**config.mk**
```make
export PLATFORM = sky130hd
export DESIGN_NAME = ps2_kbd_ctrl_flat
export DESIGN_NICKNAME = d
export VERILOG_FILES = /design/src/rtl/ps2_kbd_ctrl_if.sv /design/src/rtl/ps2_kbd_ctrl.sv /design/src/flat_wrapper.sv
export SDC_FILE = /design/constraint.sdc
export NUM_CORES = 1
export LEC_CHECK = 0
export BUFFER_PORTS_ARGS = -buffer_cell sky130_fd_sc_hd__clkbuf_2
export CAP_MARGIN = 20
export CELL_PAD_IN_SITES_DETAIL_PLACEMENT = 1
export CELL_PAD_IN_SITES_GLOBAL_PLACEMENT = 1
export CORE_UTILIZATION = 52
export CTS_CLUSTER_DIAMETER = 100
export DETAILED_ROUTE_END_ITERATION = 10
export PLACE_DENSITY = 0.8
export SLEW_MARGIN = 20
export SYNTH_ARGS = -nofsm -noshare
export SYNTH_HDL_FRONTEND = slang
export SYNTH_SLANG_ARGS = --single-unit
```
**constraint.sdc**
```tcl
create_clock -name CLOCK_50 -period 3.46 [get_ports CLOCK_50]
set_clock_uncertainty 0.2 [all_clocks]
set_input_delay 0.692 -clock CLOCK_50 [delete_from_list [all_inputs] [get_ports CLOCK_50]]
set_output_delay 0.692 -clock CLOCK_50 [all_outputs]
set_load 0.01 [all_outputs]
```
**src/rtl/ps2_kbd_ctrl_if.sv**
```systemverilog
`default_nettype none
// ============================================================================
// Module      : ps2_kbd_ctrl_if
// Description : Byte-level link between ps2_kbd_ctrl and the ps2_keyboard core.
//               master : controller side (drives command/send)
//               slave  : keyboard core side (drives status and receive data)
//   ps2_command                       byte to transmit
//   ps2_command_send                  transmit request, held until done/fail
//   ps2_command_was_sent              core pulse: byte transmitted
//   ps2_error_communication_timed_out core pulse: transmit failed
//   ps2_data                          received byte
//   ps2_data_clk                      one-cycle strobe, ps2_data valid
// Revision    : 1.0 - initial release
// ============================================================================
interface ps2_kbd_ctrl_if;
    logic [7:0] ps2_command;
    logic       ps2_command_send;
    logic       ps2_command_was_sent;
    logic       ps2_error_communication_timed_out;
    logic [7:0] ps2_data;
    logic       ps2_data_clk;

    modport master (
        output ps2_command,
        output ps2_command_send,
        input  ps2_command_was_sent,
        input  ps2_error_communication_timed_out,
        input  ps2_data,
        input  ps2_data_clk
    );

    modport slave (
        input  ps2_command,
        input  ps2_command_send,
        output ps2_command_was_sent,
        output ps2_error_communication_timed_out,
        output ps2_data,
        output ps2_data_clk
    );
endinterface
`default_nettype wire

```
**src/rtl/ps2_kbd_ctrl.sv**
```systemverilog
`default_nettype none
// ============================================================================
// Module      : ps2_kbd_ctrl
// Description : Sequences the ps2_keyboard core: reset/BAT init, Set-LEDs
//               command pair with retries, scan-code decoding (E0/F0) and a
//               first-word-fall-through event FIFO for the host.
// Ports       : CLOCK_50, RESET_N (async, active-low)
//               ps2          - ps2_kbd_ctrl_if.master link to the core
//               led_req/led_value/led_busy - LED command request
//               kbd_data/kbd_empty/kbd_rd   - event FIFO head {rel, ext, code}
//               kbd_overflow/kbd_ovf_clr    - sticky dropped-event flag
//               init_done, kbd_err          - init passed / retries exhausted
// Options     : PS2_KBD_CTRL_TYPEMATIC_FILTER_EN - drop auto-repeat makes
// Revision    : 1.0 - initial release
// ============================================================================
module ps2_kbd_ctrl #(
    parameter int FIFO_DEPTH   = 16,
    parameter int RESP_TIMEOUT = 25_000_000,
    parameter int MAX_RETRY    = 3
) (
    input  wire logic       CLOCK_50,
    input  wire logic       RESET_N,
    ps2_kbd_ctrl_if.master  ps2,
    input  wire logic       led_req,
    input  wire logic [2:0] led_value,
    output logic            led_busy,
    output logic [9:0]      kbd_data,
    output logic            kbd_empty,
    input  wire logic       kbd_rd,
    output logic            kbd_overflow,
    input  wire logic       kbd_ovf_clr,
    output logic            init_done,
    output logic            kbd_err
);
    localparam int c_aw  = (FIFO_DEPTH < 2) ? 1 : $clog2(FIFO_DEPTH);
    localparam int c_rw  = (MAX_RETRY < 1) ? 1 : $clog2(MAX_RETRY + 1);
    localparam int c_tw  = $clog2(RESP_TIMEOUT + 1);
    localparam logic [c_rw-1:0] c_retry_max = c_rw'(MAX_RETRY);
    localparam logic [c_tw-1:0] c_tmo_last  = c_tw'(RESP_TIMEOUT - 1);

    typedef enum logic [2:0] {
        RST_SEND, RST_ACK, RST_BAT, IDLE,
        LED_SEND0, LED_ACK0, LED_SEND1, LED_ACK1
    } state_t;

    state_t          r_state;
    logic [7:0]      r_cmd;
    logic            r_send;
    logic            r_busy;
    logic            r_init_done;
    logic            r_err;
    logic [2:0]      r_led_val;
    logic [c_rw-1:0] r_retry;
    logic [c_tw-1:0] r_tmo;

    logic            w_is_send, w_is_wait, w_ok, w_fail;
    logic [7:0]      w_expect, w_tx_byte;
    state_t          w_resend_state, w_wait_state;

    // ------------------------------------------------------------------
    // Command engine decode
    // ------------------------------------------------------------------
    always_comb begin
        w_is_send = (r_state == RST_SEND) || (r_state == LED_SEND0) || (r_state == LED_SEND1);
        w_is_wait = (r_state == RST_ACK) || (r_state == RST_BAT) ||
                    (r_state == LED_ACK0) || (r_state == LED_ACK1);
        w_expect  = (r_state == RST_BAT) ? 8'hAA : 8'hFA;
        w_ok      = w_is_wait && ps2.ps2_data_clk && (ps2.ps2_data == w_expect);
        // Any reply other than the expected one (0xFE, 0xFC, junk), a reply
        // timeout, or a core transmit failure is a retry of the current byte.
        w_fail    = (w_is_send && r_send && !ps2.ps2_command_was_sent &&
                     ps2.ps2_error_communication_timed_out) ||
                    (w_is_wait && ps2.ps2_data_clk && (ps2.ps2_data != w_expect)) ||
                    (w_is_wait && !ps2.ps2_data_clk && (r_tmo == c_tmo_last));

        w_resend_state = RST_SEND;
        w_wait_state   = RST_ACK;
        w_tx_byte      = r_cmd;
        case (r_state)
            RST_SEND:  begin w_tx_byte = 8'hFF;                 w_wait_state = RST_ACK;  end
            LED_SEND0: begin w_tx_byte = 8'hED;                 w_wait_state = LED_ACK0; end
            LED_SEND1: begin w_tx_byte = {5'b0, r_led_val};     w_wait_state = LED_ACK1; end
            default:   ;
        endcase
        case (r_state)
            LED_SEND0, LED_ACK0: w_resend_state = LED_SEND0;
            LED_SEND1, LED_ACK1: w_resend_state = LED_SEND1;
            default:             w_resend_state = RST_SEND;
        endcase
    end

    // ------------------------------------------------------------------
    // Command FSM. A SEND state is entered with send low (except from IDLE,
    // where the first byte goes out immediately), so every retry drops the
    // request for at least one cycle before re-raising it.
    // ------------------------------------------------------------------
    always_ff @(posedge CLOCK_50 or negedge RESET_N) begin
        if (!RESET_N) begin
            r_state     <= RST_SEND;
            r_cmd       <= 8'h00;
            r_send      <= 1'b0;
            r_busy      <= 1'b1;
            r_init_done <= 1'b0;
            r_err       <= 1'b0;
            r_led_val   <= 3'b000;
            r_retry     <= '0;
            r_tmo       <= '0;
        end else begin
            if (w_is_wait)
                r_tmo <= r_tmo + 1'b1;
            if (w_fail) begin
                r_send <= 1'b0;
                if (r_retry == c_retry_max) begin
                    r_retry <= '0;
                    r_err   <= 1'b1;
                    r_busy  <= 1'b0;
                    r_state <= IDLE;
                end else begin
                    r_retry <= r_retry + 1'b1;
                    r_state <= w_resend_state;
                end
            end else begin
                case (r_state)
                    RST_SEND, LED_SEND0, LED_SEND1: begin
                        if (!r_send) begin
                            r_send <= 1'b1;
                            r_cmd  <= w_tx_byte;
                        end else if (ps2.ps2_command_was_sent) begin
                            r_send  <= 1'b0;
                            r_tmo   <= '0;
                            r_state <= w_wait_state;
                        end
                    end
                    RST_ACK: if (w_ok) begin
                        r_tmo   <= '0;
                        r_state <= RST_BAT;
                    end
                    RST_BAT: if (w_ok) begin
                        r_init_done <= 1'b1;
                        r_busy      <= 1'b0;
                        r_retry     <= '0;
                        r_state     <= IDLE;
                    end
                    IDLE: if (led_req) begin
                        r_led_val <= led_value;
                        r_cmd     <= 8'hED;
                        r_send    <= 1'b1;
                        r_busy    <= 1'b1;
                        r_state   <= LED_SEND0;
                    end
                    LED_ACK0: if (w_ok) begin
                        r_retry <= '0;
                        r_state <= LED_SEND1;
                    end
                    LED_ACK1: if (w_ok) begin
                        r_retry <= '0;
                        r_busy  <= 1'b0;
                        r_state <= IDLE;
                    end
                    default: r_state <= IDLE;
                endcase
            end
        end
    end

    // ------------------------------------------------------------------
    // Scan-code decoder: only IDLE bytes that are not controller replies.
    // ------------------------------------------------------------------
    logic       w_route;
    logic       r_ext, r_rel, r_push;
    logic [9:0] r_push_data;

    assign w_route = (r_state == IDLE) && ps2.ps2_data_clk &&
                     !(ps2.ps2_data inside {8'hFA, 8'hAA, 8'hFE, 8'hEE, 8'h00, 8'hFF});

`ifdef PS2_KBD_CTRL_TYPEMATIC_FILTER_EN
    logic       r_filt_vld;
    logic [8:0] r_filt_key;
    logic       w_filt_hit;
    assign w_filt_hit = r_filt_vld && (r_filt_key == {r_ext, ps2.ps2_data});
`endif

    always_ff @(posedge CLOCK_50 or negedge RESET_N) begin
        if (!RESET_N) begin
            r_ext       <= 1'b0;
            r_rel       <= 1'b0;
            r_push      <= 1'b0;
            r_push_data <= 10'h000;
`ifdef PS2_KBD_CTRL_TYPEMATIC_FILTER_EN
            r_filt_vld  <= 1'b0;
            r_filt_key  <= 9'h000;
`endif
        end else begin
            r_push <= 1'b0;
            if (w_is_send) begin
                r_ext <= 1'b0;
                r_rel <= 1'b0;
            end else if (w_route) begin
                if (ps2.ps2_data == 8'hE0) begin
                    r_ext <= 1'b1;
                end else if (ps2.ps2_data == 8'hF0) begin
                    r_rel <= 1'b1;
                end else begin
                    r_push_data <= {r_rel, r_ext, ps2.ps2_data};
                    r_ext       <= 1'b0;
                    r_rel       <= 1'b0;
`ifdef PS2_KBD_CTRL_TYPEMATIC_FILTER_EN
                    // A repeated make of the held key is auto-repeat; its
                    // release re-arms the filter.
                    if (!r_rel) begin
                        r_push     <= !w_filt_hit;
                        r_filt_vld <= 1'b1;
                        r_filt_key <= {r_ext, ps2.ps2_data};
                    end else begin
                        r_push <= 1'b1;
                        if (w_filt_hit)
                            r_filt_vld <= 1'b0;
                    end
`else
                    r_push <= 1'b1;
`endif
                end
            end
        end
    end

    // ------------------------------------------------------------------
    // Event FIFO (first-word-fall-through). Pointers carry one extra bit so
    // full and empty are distinguishable.
    // ------------------------------------------------------------------
    logic [9:0]    r_mem [FIFO_DEPTH];
    logic [c_aw:0] r_wp, r_rp;
    logic          r_ovf;
    logic          w_empty, w_full, w_pop, w_wr;

    assign w_empty = (r_wp == r_rp);
    assign w_full  = (r_wp[c_aw] != r_rp[c_aw]) && (r_wp[c_aw-1:0] == r_rp[c_aw-1:0]);
    assign w_pop   = kbd_rd && !w_empty;
    assign w_wr    = r_push && (!w_full || w_pop);

    always_ff @(posedge CLOCK_50) begin
        if (w_wr)
            r_mem[r_wp[c_aw-1:0]] <= r_push_data;
    end

    always_ff @(posedge CLOCK_50 or negedge RESET_N) begin
        if (!RESET_N) begin
            r_wp  <= '0;
            r_rp  <= '0;
            r_ovf <= 1'b0;
        end else begin
            if (w_wr)
                r_wp <= r_wp + 1'b1;
            if (w_pop)
                r_rp <= r_rp + 1'b1;
            if (r_push && w_full && !w_pop)
                r_ovf <= 1'b1;
            else if (kbd_ovf_clr)
                r_ovf <= 1'b0;
        end
    end

    assign ps2.ps2_command      = r_cmd;
    assign ps2.ps2_command_send = r_send;
    assign led_busy             = r_busy;
    assign kbd_empty            = w_empty;
    assign kbd_data             = w_empty ? 10'h000 : r_mem[r_rp[c_aw-1:0]];
    assign kbd_overflow         = r_ovf;
    assign init_done            = r_init_done;
    assign kbd_err              = r_err;
endmodule
`default_nettype wire

```
**src/flat_wrapper.sv**
```systemverilog
// flat-port wrapper written by rule: the top's interface ports become plain ports
module ps2_kbd_ctrl_flat 
#(
    parameter int FIFO_DEPTH   = 16,
    parameter int RESP_TIMEOUT = 25_000_000,
    parameter int MAX_RETRY    = 3
)
  (CLOCK_50, RESET_N, led_req, led_value, led_busy, kbd_data, kbd_empty, kbd_rd, kbd_overflow, kbd_ovf_clr, init_done, kbd_err, ps2_ps2_command, ps2_ps2_command_send, ps2_ps2_command_was_sent, ps2_ps2_error_communication_timed_out, ps2_ps2_data, ps2_ps2_data_clk);
  ps2_kbd_ctrl_if ps2_i ();
  input  wire logic CLOCK_50;
  input  wire logic RESET_N;
  input  wire logic led_req;
  input  wire logic [2:0] led_value;
  output logic led_busy;
  output logic [9:0] kbd_data;
  output logic kbd_empty;
  input  wire logic kbd_rd;
  output logic kbd_overflow;
  input  wire logic kbd_ovf_clr;
  output logic init_done;
  output logic kbd_err;
  output wire logic [$bits(ps2_i.ps2_command)-1:0] ps2_ps2_command;
  output wire logic [$bits(ps2_i.ps2_command_send)-1:0] ps2_ps2_command_send;
  input wire logic [$bits(ps2_i.ps2_command_was_sent)-1:0] ps2_ps2_command_was_sent;
  input wire logic [$bits(ps2_i.ps2_error_communication_timed_out)-1:0] ps2_ps2_error_communication_timed_out;
  input wire logic [$bits(ps2_i.ps2_data)-1:0] ps2_ps2_data;
  input wire logic [$bits(ps2_i.ps2_data_clk)-1:0] ps2_ps2_data_clk;
  assign ps2_ps2_command = ps2_i.ps2_command;
  assign ps2_ps2_command_send = ps2_i.ps2_command_send;
  assign ps2_i.ps2_command_was_sent = ps2_ps2_command_was_sent;
  assign ps2_i.ps2_error_communication_timed_out = ps2_ps2_error_communication_timed_out;
  assign ps2_i.ps2_data = ps2_ps2_data;
  assign ps2_i.ps2_data_clk = ps2_ps2_data_clk;
  ps2_kbd_ctrl #(.FIFO_DEPTH(FIFO_DEPTH), .RESP_TIMEOUT(RESP_TIMEOUT), .MAX_RETRY(MAX_RETRY)) u_core (.CLOCK_50(CLOCK_50), .RESET_N(RESET_N), .ps2(ps2_i), .led_req(led_req), .led_value(led_value), .led_busy(led_busy), .kbd_data(kbd_data), .kbd_empty(kbd_empty), .kbd_rd(kbd_rd), .kbd_overflow(kbd_overflow), .kbd_ovf_clr(kbd_ovf_clr), .init_done(init_done), .kbd_err(kbd_err));
endmodule
```
==> metrics.log <==
INFO  metric run_status = finished, violations left
INFO  metric violated_checks = design-rule violations, negative hold slack
INFO  metric grt_pass1_wl = 36230 um
INFO  metric synth_sequential_area_ratio = 66.82%
INFO  metric place.detailed.hpwl = 14630 um
INFO  metric synth.lib_cells_used.distinct = 55
INFO  metric synth_top_family_by_area = multiplexers
INFO  metric cts_hold_buffers = 0
INFO  metric max_slew.worst_pin.slew = 0.6868 ns
INFO  metric nets = 686
INFO  metric start_kind = flop
INFO  metric routedWlPerCell = 25.54 um
INFO  metric io_pins = 43
INFO  metric cts_root_buf = sky130_fd_sc_hd__clkbuf_16
INFO  metric synth_compound_gate_area_share = 3.042%
INFO  metric power = 9.041 mW
INFO  metric worst_r2r_path_depth = 7
INFO  metric achievable-frequency = 0.2942 GHz
INFO  metric drt-vias-per-instance = 6.241
INFO  metric slew_viol_final = 0
INFO  metric clkSlewWorstSetupHoldPaths = 0.06 ns
INFO  metric number_of_enable_flip_flop_cells_after_synthesis = 160
INFO  metric tritoncts = done
INFO  metric final_layout_size_suffix_gt1_share = 25.74%
INFO  metric cp_max_fo = 21
INFO  metric pin_count_of_the_biggest_net_entering_global_routing = 45
INFO  metric ys_async_sr_fraction = 29.20%
INFO  metric worstPathArrival = 2.51 ns
INFO  metric stdcell_area = 10920 sq um
INFO  metric setup_repair_after_global_routing_missed_its_margin = true
INFO  metric finalCritPeriodShare = 98.24%
INFO  metric starting_utilization_of_the_core_area = 53.43%
INFO  metric antenna_found_initial = 0
INFO  metric layoutNonFillerInstCount = 905
INFO  metric crit_path_cell_trace = buf_12 > mux4_2 > mux4_2 > nor2b_1 > clkbuf_2
INFO  metric synth_cells = 604
INFO  metric dr_total_vias = 5648
INFO  metric syn-mean-instance-area = 16.00 sq um
INFO  metric critical_path_required = 2.57 ns
INFO  metric grt_util_all_layers = 25.22%
INFO  metric most-common-layout-cells = sky130_fd_sc_hd__edfxtp_1 (160), sky130_fd_sc_hd__dfrtp_1 (64), sky130_fd_sc_hd__mux4_2 (50)
INFO  metric fp-row-count = 49
INFO  metric postLayoutCoreUtil = 60.40%
INFO  metric buffer_ports.inserted = 42
INFO  metric numCtsBuffers = 23
INFO  metric yosys_most_used_dff = sky130_fd_sc_hd__edfxtp_1
INFO  metric placedInstanceArea = 10240 sq um
INFO  metric synth-xor-area-share = 3.431%
INFO  metric route.detailed.drc = 4
INFO  metric max_cap_violations = 0
INFO  metric basic_gate_share_of_the_synthesized_area_counting_and_or_nand_and_nor_cells = 10.01%
INFO  metric core-area = 18090 sq um
INFO  metric timing.setup.critical_path_class = reg -> out
INFO  metric dpl.cell_count = 864
INFO  metric fp.dieW = 138.3 um
INFO  metric drt_first_pass_iters = 7
INFO  metric first_global_vias = 6059
INFO  metric crit_top_cell = sky130_fd_sc_hd__mux4_2
INFO  metric layout_stage_area_growth_over_the_synthesis_result = 13.04%
INFO  metric hold_path.class = in -> async
INFO  metric leakage_power = 3.990 nW
INFO  metric yosys_warnings = 0
INFO  metric mappedNetlistNets = 630
INFO  metric ir_worst_vdd = 460.7 uV
INFO  metric worst_skew_pair_later_pin_latency = 0.51 ns
INFO  metric power_density_cells = 827.6 nW/um^2
INFO  metric ctsResizeCount = 0
INFO  metric cts_setup_buffers = 0
INFO  metric adder_cell_area_share_of_the_yosys_netlist = 0.9063%
INFO  metric area_enclosed_by_the_die_boundary = 19130 sq um
INFO  metric postRouteWirelength = 23110 um
INFO  metric mappedNetlistArea = 9664 sq um
INFO  metric rr_startpoint = u_core.r_rp[0]
INFO  metric die-height = 138.3 um
INFO  metric overflow = 0
INFO  metric ant_nets = 0
INFO  metric timing.max_slew.rel_slack = 54.22%
INFO  metric final.hold.worst_slack = -0.02028 ns
INFO  metric finalWorstPathRequiredPeriod = 3.399 ns
INFO  metric antenna_cells_inserted = 0
INFO  metric yosys-mux-area-fraction = 13.59%
INFO  metric gp_routability_congestion = 0.7866
INFO  metric final_hold_viol_count = 39
INFO  metric setup_viol = 0
INFO  metric r2r_end = u_core.r_mem[3][2]
INFO  metric htree_levels = 1
INFO  metric reg2reg_setup_slack = 0.55 ns
INFO  metric drt_iter0_markers = 357
INFO  metric most_common_library_cell_in_the_layout_ignoring_fill_and_taps = sky130_fd_sc_hd__edfxtp_1
INFO  metric ys_seq_elements = 226
INFO  metric critical-path-slowest-cell = sky130_fd_sc_hd__mux4_2
INFO  metric ctsLongestPathBuffers = 3
INFO  metric critical_path.endpoint_type = primary output
INFO  metric timing.critical_path.slowest_cell_delay = 0.53 ns
INFO  metric clock-sinks = 226
[power breakdown]
part	leakage (nW)	total, mW	switching (mW)	internal, mW
logic	1.37	2.73	1.41	1.32
clock network	0.331	2.30	1.00	1.29
registers	2.29	4.01	0.547	3.46
total	3.99	9.04	2.96	6.08
[flip-flops by register name, summed over array words and instances, names as in the netlist, 2 cells and up]
name                    cells
u_core.ps2.ps2_command      5
u_core.r_wp                 5
u_core.r_mem              160
u_core.r_push_data         10
u_core.r_tmo               25
u_core.r_retry              2
u_core.r_state              3
u_core.r_rp                 5
u_core.r_led_val            3
[critical path: cells and delay by family, from the launching register on]
| family | cells | cell delay (ns) |
|---|---|---|
| flip-flops | 1 | 0.42 |
| AND/OR/NAND/NOR | 1 | 0.16 |
| buffers and inverters | 2 | 0.35 |
| multiplexers | 2 | 1.06 |
[synthesized netlist by cell type, drive strengths merged, types with 6 or more instances]
master | number | area, sq um
a21oi | 9 | 45.04
and3 | 18 | 112.6
buf | 13 | 72.57
clkbuf | 26 | 98.84
dfrtp | 65 | 1627
edfxtp | 160 | 4805
ha | 7 | 87.58
inv | 11 | 41.29
mux2 | 14 | 157.7
mux4 | 50 | 1126
nand2 | 22 | 82.58
nand3 | 13 | 65.06
nand4 | 14 | 87.58
nor2 | 33 | 123.9
nor2b | 15 | 93.84
nor4 | 19 | 118.9
o21ai | 14 | 70.07
xnor2 | 31 | 279.0
xor2 | 6 | 52.55
[area by class of cell]
| cell class | instances | area, sq um |
|---|---|---|
| fillers | 1644 | 7162 |
| flip-flops and latches | 226 | 6459 |
| multi-input cells | 328 | 2994 |
| clock buffers | 28 | 594.3 |
| repair buffers | 70 | 460.4 |
| well taps | 229 | 286.5 |
| clock inverters | 13 | 88.84 |
| inverters | 11 | 41.29 |
[through the flow]
step           hold slack (ns)   TNS (ns)  setup WS [ns]
4_1_cts                 0.1622          0        0.02511
3_5_place_dp            0.2763          0         0.5814
5_1_grt                0.02936  -0.007935      -0.007935
2_1_floorplan           0.1964          0         0.5045
3_3_place_gp            0.2609          0         0.6472
6_report              -0.02028          0        0.06104
[how the worst max path moves through the flow]
stage	endpoint	depth (start not counted)	slack, ns	startpoint
2_1_floorplan	kbd_data[0]	5	0.50	u_core.r_rp[0]
5_1_grt	kbd_data[8]	5	-0.008	u_core.r_rp[0]
3_5_place_dp	kbd_data[6]	5	0.58	u_core.r_rp[0]
3_3_place_gp	kbd_data[8]	5	0.65	u_core.r_rp[0]
4_1_cts	kbd_data[8]	5	0.03	u_core.r_rp[0]
6_report	kbd_data[8]	5	0.06	u_core.r_rp[0]
[layer usage]
layer  vias up  share of wire [%]  wire length (um)  track usage [%]
met5         -                  0                 0                0
met4         0                2.3               539            7.392
met3        43                5.1              1184            3.325
met2       191                 54             12440            46.03
met1      2968                 39              8945            31.44
li1       2446                  -                 -                -
[logic make-up (layout without fill, tap and decap cells)]
| logic type | after synthesis | count (layout) |
|---|---|---|
| muxes | 67 | 67 |
| buffers and inverters | 50 | 122 |
| DFF | 226 | 226 |
| and+or+nand+nor | 172 | 172 |
| adders and majority gates | 7 | 7 |
| AOI/OAI and AO/OA | 45 | 45 |
| xor gates and xnor gates | 37 | 37 |
(Power assumes the default switching activity.)
